[config.mk]
export PLATFORM = sky130hd
export DESIGN_NAME = video_timing_gen
export DESIGN_NICKNAME = d
export VERILOG_FILES = /design/src/rtl/video_timing_pkg.sv /design/src/rtl/vtg_axis_counter.sv /design/src/rtl/video_timing_gen.sv
export SDC_FILE = /design/constraint.sdc
export NUM_CORES = 1
export LEC_CHECK = 0
export BUFFER_PORTS_ARGS = -buffer_cell sky130_fd_sc_hd__buf_2
export CAP_MARGIN = 30
export CORE_UTILIZATION = 40
export DETAILED_ROUTE_END_ITERATION = 8
export PLACE_DENSITY = 0.69
export SYNTH_ARGS = -nofsm -noshare
export SYNTH_HDL_FRONTEND = slang
export SYNTH_SLANG_ARGS = --single-unit
[constraint.sdc]
create_clock -name clk -period 4.5 [get_ports clk]
set_input_delay 0.45 -clock clk [delete_from_list [all_inputs] [get_ports clk]]
set_output_delay 0.45 -clock clk [all_outputs]
set_load 0.01 [all_outputs]
[src/rtl/video_timing_pkg.sv]
// Shared types and the default 640x480 mode for the raster timing generator.
package video_timing_pkg;

    typedef enum logic [1:0] {
        IDLE     = 2'd0,
        RUN      = 2'd1,
        STOPPING = 2'd2
    } vtg_state_e;

    localparam int unsigned VTG_H_ACTIVE = 640;
    localparam int unsigned VTG_H_FP     = 16;
    localparam int unsigned VTG_H_SYNC   = 96;
    localparam int unsigned VTG_H_BP     = 48;
    localparam int unsigned VTG_V_ACTIVE = 480;
    localparam int unsigned VTG_V_FP     = 10;
    localparam int unsigned VTG_V_SYNC   = 2;
    localparam int unsigned VTG_V_BP     = 33;
    localparam int unsigned VTG_CW       = 10;
    localparam int unsigned VTG_FC_W     = 8;
    localparam bit          VTG_H_POL    = 1'b0;
    localparam bit          VTG_V_POL    = 1'b0;

endpackage

[src/rtl/vtg_axis_counter.sv]
// One raster axis: CW-bit counter with enable, synchronous clear, wrap at TOTAL-1 and carry-out.
module vtg_axis_counter
    import video_timing_pkg::*;
#(
    parameter int unsigned CW    = VTG_CW,
    parameter int unsigned TOTAL = 800
) (
    input  logic          clk,
    input  logic          rst_n,
    input  logic          clr,
    input  logic          en,
    output logic [CW-1:0] count,
    output logic [CW-1:0] count_nxt_c,
    output logic          carry_c
);

    localparam logic [CW-1:0] LAST = CW'(TOTAL - 1);

    always_comb begin
        count_nxt_c = count;
        carry_c     = 1'b0;
        if (clr) begin
            count_nxt_c = '0;
        end else if (en) begin
            if (count == LAST) begin
                count_nxt_c = '0;
                carry_c     = 1'b1;
            end else begin
                count_nxt_c = count + CW'(1);
            end
        end
    end

    always_ff @(posedge clk or negedge rst_n) begin
        if (!rst_n) count <= '0;
        else        count <= count_nxt_c;
    end

endmodule

[src/rtl/video_timing_gen.sv]
// Parametrised raster timing generator with run/stop control and line/frame strobes.
// Optional completed-frame counter port enabled by defining VTG_FRAME_COUNT_EN.
module video_timing_gen
    import video_timing_pkg::*;
#(
    parameter int unsigned H_ACTIVE   = VTG_H_ACTIVE,
    parameter int unsigned H_FP       = VTG_H_FP,
    parameter int unsigned H_SYNC     = VTG_H_SYNC,
    parameter int unsigned H_BP       = VTG_H_BP,
    parameter int unsigned V_ACTIVE   = VTG_V_ACTIVE,
    parameter int unsigned V_FP       = VTG_V_FP,
    parameter int unsigned V_SYNC     = VTG_V_SYNC,
    parameter int unsigned V_BP       = VTG_V_BP,
    parameter bit          H_SYNC_POL = VTG_H_POL,
    parameter bit          V_SYNC_POL = VTG_V_POL,
    parameter int unsigned CW         = VTG_CW,
    parameter int unsigned FC_W       = VTG_FC_W
) (
    input  logic            clk,
    input  logic            rst_n,
    input  logic            pix_en,
    input  logic            run,
    output logic            hsync,
    output logic            vsync,
    output logic [CW-1:0]   x,
    output logic [CW-1:0]   y,
    output logic            de,
    output logic            line_start,
    output logic            frame_start,
`ifdef VTG_FRAME_COUNT_EN
    output logic [FC_W-1:0] frame_cnt,
`endif
    output logic            busy
);

    localparam int unsigned H_TOTAL = H_ACTIVE + H_FP + H_SYNC + H_BP;
    localparam int unsigned V_TOTAL = V_ACTIVE + V_FP + V_SYNC + V_BP;

    localparam logic [CW-1:0] H_ACT  = CW'(H_ACTIVE);
    localparam logic [CW-1:0] HS_BEG = CW'(H_ACTIVE + H_FP);
    localparam logic [CW-1:0] HS_END = CW'(H_ACTIVE + H_FP + H_SYNC);
    localparam logic [CW-1:0] V_ACT  = CW'(V_ACTIVE);
    localparam logic [CW-1:0] VS_BEG = CW'(V_ACTIVE + V_FP);
    localparam logic [CW-1:0] VS_END = CW'(V_ACTIVE + V_FP + V_SYNC);

    if (((64'(1) << CW) < 64'(H_TOTAL)) || ((64'(1) << CW) < 64'(V_TOTAL)) ||
        (H_SYNC == 0) || (V_SYNC == 0) || (FC_W == 0)) begin : g_param_err
        $fatal(1, "video_timing_gen: invalid timing parameters");
    end

    vtg_state_e      state_q, state_d;
    logic [CW-1:0]   x_nxt_c, y_nxt_c;
    logic            x_carry_c, y_carry_c;
    logic            advance_c, idle_c, active_d;
    logic            de_d, hsync_d, vsync_d, line_start_d, frame_start_d;

    assign idle_c    = (state_q == IDLE);
    assign advance_c = pix_en && !idle_c;

    vtg_axis_counter #(.CW(CW), .TOTAL(H_TOTAL)) u_x_cnt (
        .clk         (clk),
        .rst_n       (rst_n),
        .clr         (idle_c),
        .en          (advance_c),
        .count       (x),
        .count_nxt_c (x_nxt_c),
        .carry_c     (x_carry_c)
    );

    vtg_axis_counter #(.CW(CW), .TOTAL(V_TOTAL)) u_y_cnt (
        .clk         (clk),
        .rst_n       (rst_n),
        .clr         (idle_c),
        .en          (x_carry_c),
        .count       (y),
        .count_nxt_c (y_nxt_c),
        .carry_c     (y_carry_c)
    );

    // y carry only fires while leaving the last pixel of the frame
    always_comb begin
        state_d = state_q;
        unique case (state_q)
            IDLE:     if (run && pix_en) state_d = RUN;
            RUN:      if (!run) state_d = y_carry_c ? IDLE : STOPPING;
            STOPPING: begin
                if (run)            state_d = RUN;
                else if (y_carry_c) state_d = IDLE;
            end
            default:  state_d = IDLE;
        endcase
    end

    // Decode from the next position so all registered outputs move together
    always_comb begin
        active_d      = (state_d != IDLE);
        de_d          = active_d && (x_nxt_c < H_ACT) && (y_nxt_c < V_ACT);
        hsync_d       = (active_d && (x_nxt_c >= HS_BEG) && (x_nxt_c < HS_END)) ? H_SYNC_POL : ~H_SYNC_POL;
        vsync_d       = (active_d && (y_nxt_c >= VS_BEG) && (y_nxt_c < VS_END)) ? V_SYNC_POL : ~V_SYNC_POL;
        line_start_d  = pix_en && active_d && (x_nxt_c == '0);
        frame_start_d = line_start_d && (y_nxt_c == '0);
    end

    always_ff @(posedge clk or negedge rst_n) begin
        if (!rst_n) begin
            state_q     <= IDLE;
            busy        <= 1'b0;
            de          <= 1'b0;
            hsync       <= ~H_SYNC_POL;
            vsync       <= ~V_SYNC_POL;
            line_start  <= 1'b0;
            frame_start <= 1'b0;
        end else begin
            state_q     <= state_d;
            busy        <= active_d;
            line_start  <= line_start_d;
            frame_start <= frame_start_d;
            if (pix_en) begin
                de    <= de_d;
                hsync <= hsync_d;
                vsync <= vsync_d;
            end
        end
    end

`ifdef VTG_FRAME_COUNT_EN
    always_ff @(posedge clk or negedge rst_n) begin
        if (!rst_n)         frame_cnt <= '0;
        else if (y_carry_c) frame_cnt <= frame_cnt + FC_W'(1);
    end
`endif

endmodule

==> results.md <==
- The total wire length is 4360 µm.
- STA classifies the critical path endpoint as a flip-flop.
- The first-pass GRT wire length is 7100 µm.
- The number of warnings reported in the yosys synthesis log is 0.
- Setup violations remaining at the end of the flow were counted as 0.
- The total global routing track utilization is 0.206.
- The worst hold path belongs to the class primary input to asynchronous set/reset pin.
- In the synthesized netlist the async set-or-reset flop fraction comes to 1.00.
- For this run, the slowest stage of the critical path takes 0.57 ns.
- The worst setup skew after layout is 0.00592 ns.
- The final route contains around 1,600 vias.
- Total power for the finished layout comes to 499 µW.
- The hold violation count in the final report is 0.
- The largest vdd supply drop is 0.000111 V.
- The run finished with clean final reports.
- Subtracting the final worst setup slack from the clock period gives 2.90 ns.
- The boundary pin count is 30.
- The detail-routed net length per standard cell is approximately 16 µm.
- From bottom edge to top edge, the die measures 68.6 µm.
- The fraction of post-synthesis cell area in the top cell type by area is 0.367.
- Yosys attributes the largest share of cell area to dfrtp_1 37%, nor2_1 4.4%, xnor2_1 4.4%, nand2_1 3.8%, nand4_1 3.5%.
- At the worst endpoint, the arrival time is 3.08 ns.
- The total overflow left after global routing is 0.
- Yosys mapped a number of flops with a built-in enable equal to 0.
- The ratio of routed vias to standard cells is about 5.9.
- Hold repair after CTS inserted 0 buffers.
- The final max-slew violation count is 0.
- The initial core utilization is 0.431.
- The leakage dissipation is 0.873 nW.
- The start point of the critical path is u_y_cnt.count[0].
- The post-synth net total is 211.
- The number of unique standard cell types used by synthesis is 51.
- Entering global routing, the biggest net connects 29 pins.
- The die width is 68.6 µm.
- Walking the worst path, the cells encountered are inv_1, ha_1, or4b_1, or4_1, o21ai_1, o21ai_0, o32ai_1.
- The DRC violation total after the first TritonRoute iteration is 105.
- The top cell type by total area after synthesis is dfrtp_1.
- After floorplanning, the core was sized to cover 4120 µm².
- Synthesis handed over a netlist of 204 instances.
- CTS built an H-tree with a depth of 1.
- The setup total negative slack is 0 ns.
- The later pin in the worst-skew pair is clocked with a latency of between 0.2 and 0.3 ns.
- Measured against its own limit, the worst slew margin works out to 0.481.
- After synthesis the cells add up to 1770 µm².
- The remaining antenna violation count is 0.
- The main flop type after synthesis is dfrtp_1.
- The tool flagged a number of max-cap violations equal to 0.
- Setup repair after global routing left no endpoint under its margin.
- The sum of net half-perimeters after detailed placement is 3150 µm.
- The worst path buffer plus inverter count is 1.
- The kind of critical path is flip-flop to flip-flop.
- The share of the Yosys chip area taken by registers is 0.397.
- The post-cts repair resize count is 0.
- The area after detailed placement is between 1500 and 2000 µm².
- In this design, the largest share of critical-path delay is due to compound AO/OA/AOI/OAI gates.
- The routability congestion estimate is about 0.81.
- The total power divided by cell area is 252 nW/µm².
- The portion of the clock cycle consumed by the worst path in the final layout is 0.645.
- The die covers 4700 µm².
- The post-layout net count is 232.
- The post-CTS setup buffer count is 0.
- The largest driver fanout on the critical path is 10.
- The count of buffers from port buffering is 29.
- Relative to the synthesized area, the layout overhead comes to 11.9%.
- In the routed design, unresolved DRC markers number 0.
- The highest achievable clock rate is 0.345 GHz.
- At the worst endpoint, the required time is 4.68 ns.
- No sink is reached through more buffers than the 2 on the longest clock path.
- The number of buffers inserted during clock tree synthesis is 3.
- For this design, the sink count on the clock tree is 28.
- The post-layout instance area is 1980 µm².
- The initial antenna violation count is 0.
- At the end of the flow the core is filled with cells to 0.482.
- The flip-flop and latch count after synthesis is 28.
- The startpoint identified for the worst register-to-register timing path is u_y_cnt.count[0].
- The mean post-synth cell area is 8.68 µm².
- At the pin with the least slew margin, the transition time is 0.775 ns.
- The count of antenna diodes in the layout is 0.
- The first-pass iteration count of the detailed router is 5.
- The clock root buffer is clkbuf_8.
- The clock slew at the register clock pins of the worst setup and hold paths is 0.10 ns.
- TritonCTS built the clock tree.
- The proportion of layout cells with a drive suffix above 1 is 0.188.
- The number of global-route vias before repair is 1,457.
- The row count is 23.
- The kind of start point of the critical path is a flip-flop.
- The slowest stage of the critical path is the o21ai_1 cell.
-- metrics by stage --
stage          hold WS [ns]  worst slack, ns  instances
5_1_grt               0.214             1.40        274
6_report              0.172             1.60        274
3_3_place_gp          0.490             1.66        270
3_5_place_dp          0.496             1.66        270
4_1_cts               0.197             1.61        274
2_1_floorplan         0.154             1.94        204
-- state kept, by name (all words and copies together), names as in the netlist --
register	flops
u_x_cnt.count	10
line_start	1
frame_start	1
vsync	1
busy	1
de	1
u_y_cnt.count	10
hsync	1
state_q	2
-- cell families (layout without fill, tap and decap cells) --
logic type | Yosys count | count (layout) | share of synthesized area
flops | 28 | 28 | 0.397
xor+xnor | 12 | 12 | 0.0593
compound gates | 38 | 38 | 0.160
mux | 3 | 3 | 0.0177
buf+inv | 22 | 42 | 0.0480
fa+ha+maj | 3 | 3 | 0.0212
simple gates | 98 | 98 | 0.297
-- cell usage after synthesis, types with 2 or more instances --
cell type / count
dfrtp_1: 26
nor2_1: 21
nand2_1: 18
clkbuf_1: 11
nand4_1: 10
inv_1: 9
nand3_1: 9
nor3_1: 9
xnor2_1: 9
a21oi_1: 6
or3_1: 5
nand2b_1: 4
nor4_1: 4
o21ai_0: 4
or4_1: 4
ha_1: 3
o211ai_1: 3
o31ai_1: 3
or2_2: 3
xor2_1: 3
a211oi_1: 2
a31oi_1: 2
buf_2: 2
dfstp_2: 2
mux2i_1: 2
nor3b_1: 2
o2111a_1: 2
o21ai_1: 2
or4_4: 2
-- final cells by class --
cell class	count	area, µm²
fill	410	2130
multi-input combinational	154	983
sequential	28	703
timing repair buffer	29	145
tap	50	62.6
clock buffer	4	55.1
inverter	9	33.8
-- final timing paths --
kind                                    end  slack, ns  cells past startpoint
max                                      de       1.60                      7
min                        u_x_cnt.count[9]       0.17                      1
max reg2reg                              de       1.60                      7
min reg2reg                           vsync       0.51                      2
max in group asynchronous  u_y_cnt.count[1]       3.92                      1
min in group clk                 state_q[0]       0.44                      2
-- cells in the final DEF (no fill, tap or decap), types with 5 or more instances in the layout --
cell type,count
a21oi_1,6
buf_2,29
dfrtp_1,26
inv_1,9
nand2_1,18
nand3_1,9
nand4_1,10
nor2_1,21
nor3_1,9
or3_1,5
xnor2_1,9
-- routing by layer --
| layer | share of wire | GRT usage | vias to the layer above |
|---|---|---|---|
| met2 | 0.45 | 0.314 | 48 |
| met1 | 0.50 | 0.303 | 767 |
| met3 | 0.040 | 0.0214 | 5 |
| met5 | 0 | 0 | - |
| met4 | 0.013 | 0.0677 | 0 |
| li1 | - | - | 795 |
-- worst reg2reg max path: stages (launching register included) --
cell and delay, ns:
dfrtp_1 0.52, inv_1 0.11, ha_1 0.14, or4b_1 0.46, or4_1 0.55, o21ai_1 0.57
o21ai_0 0.19, o32ai_1 0.27
-- where the power goes --
group	leakage (nW)	switching [mW]	internal (mW)
logic	0.470	0.0428	0.0234
registers	0.374	0.00907	0.262
clock network	0.0288	0.0839	0.0786
(Power assumes the default switching activity.)
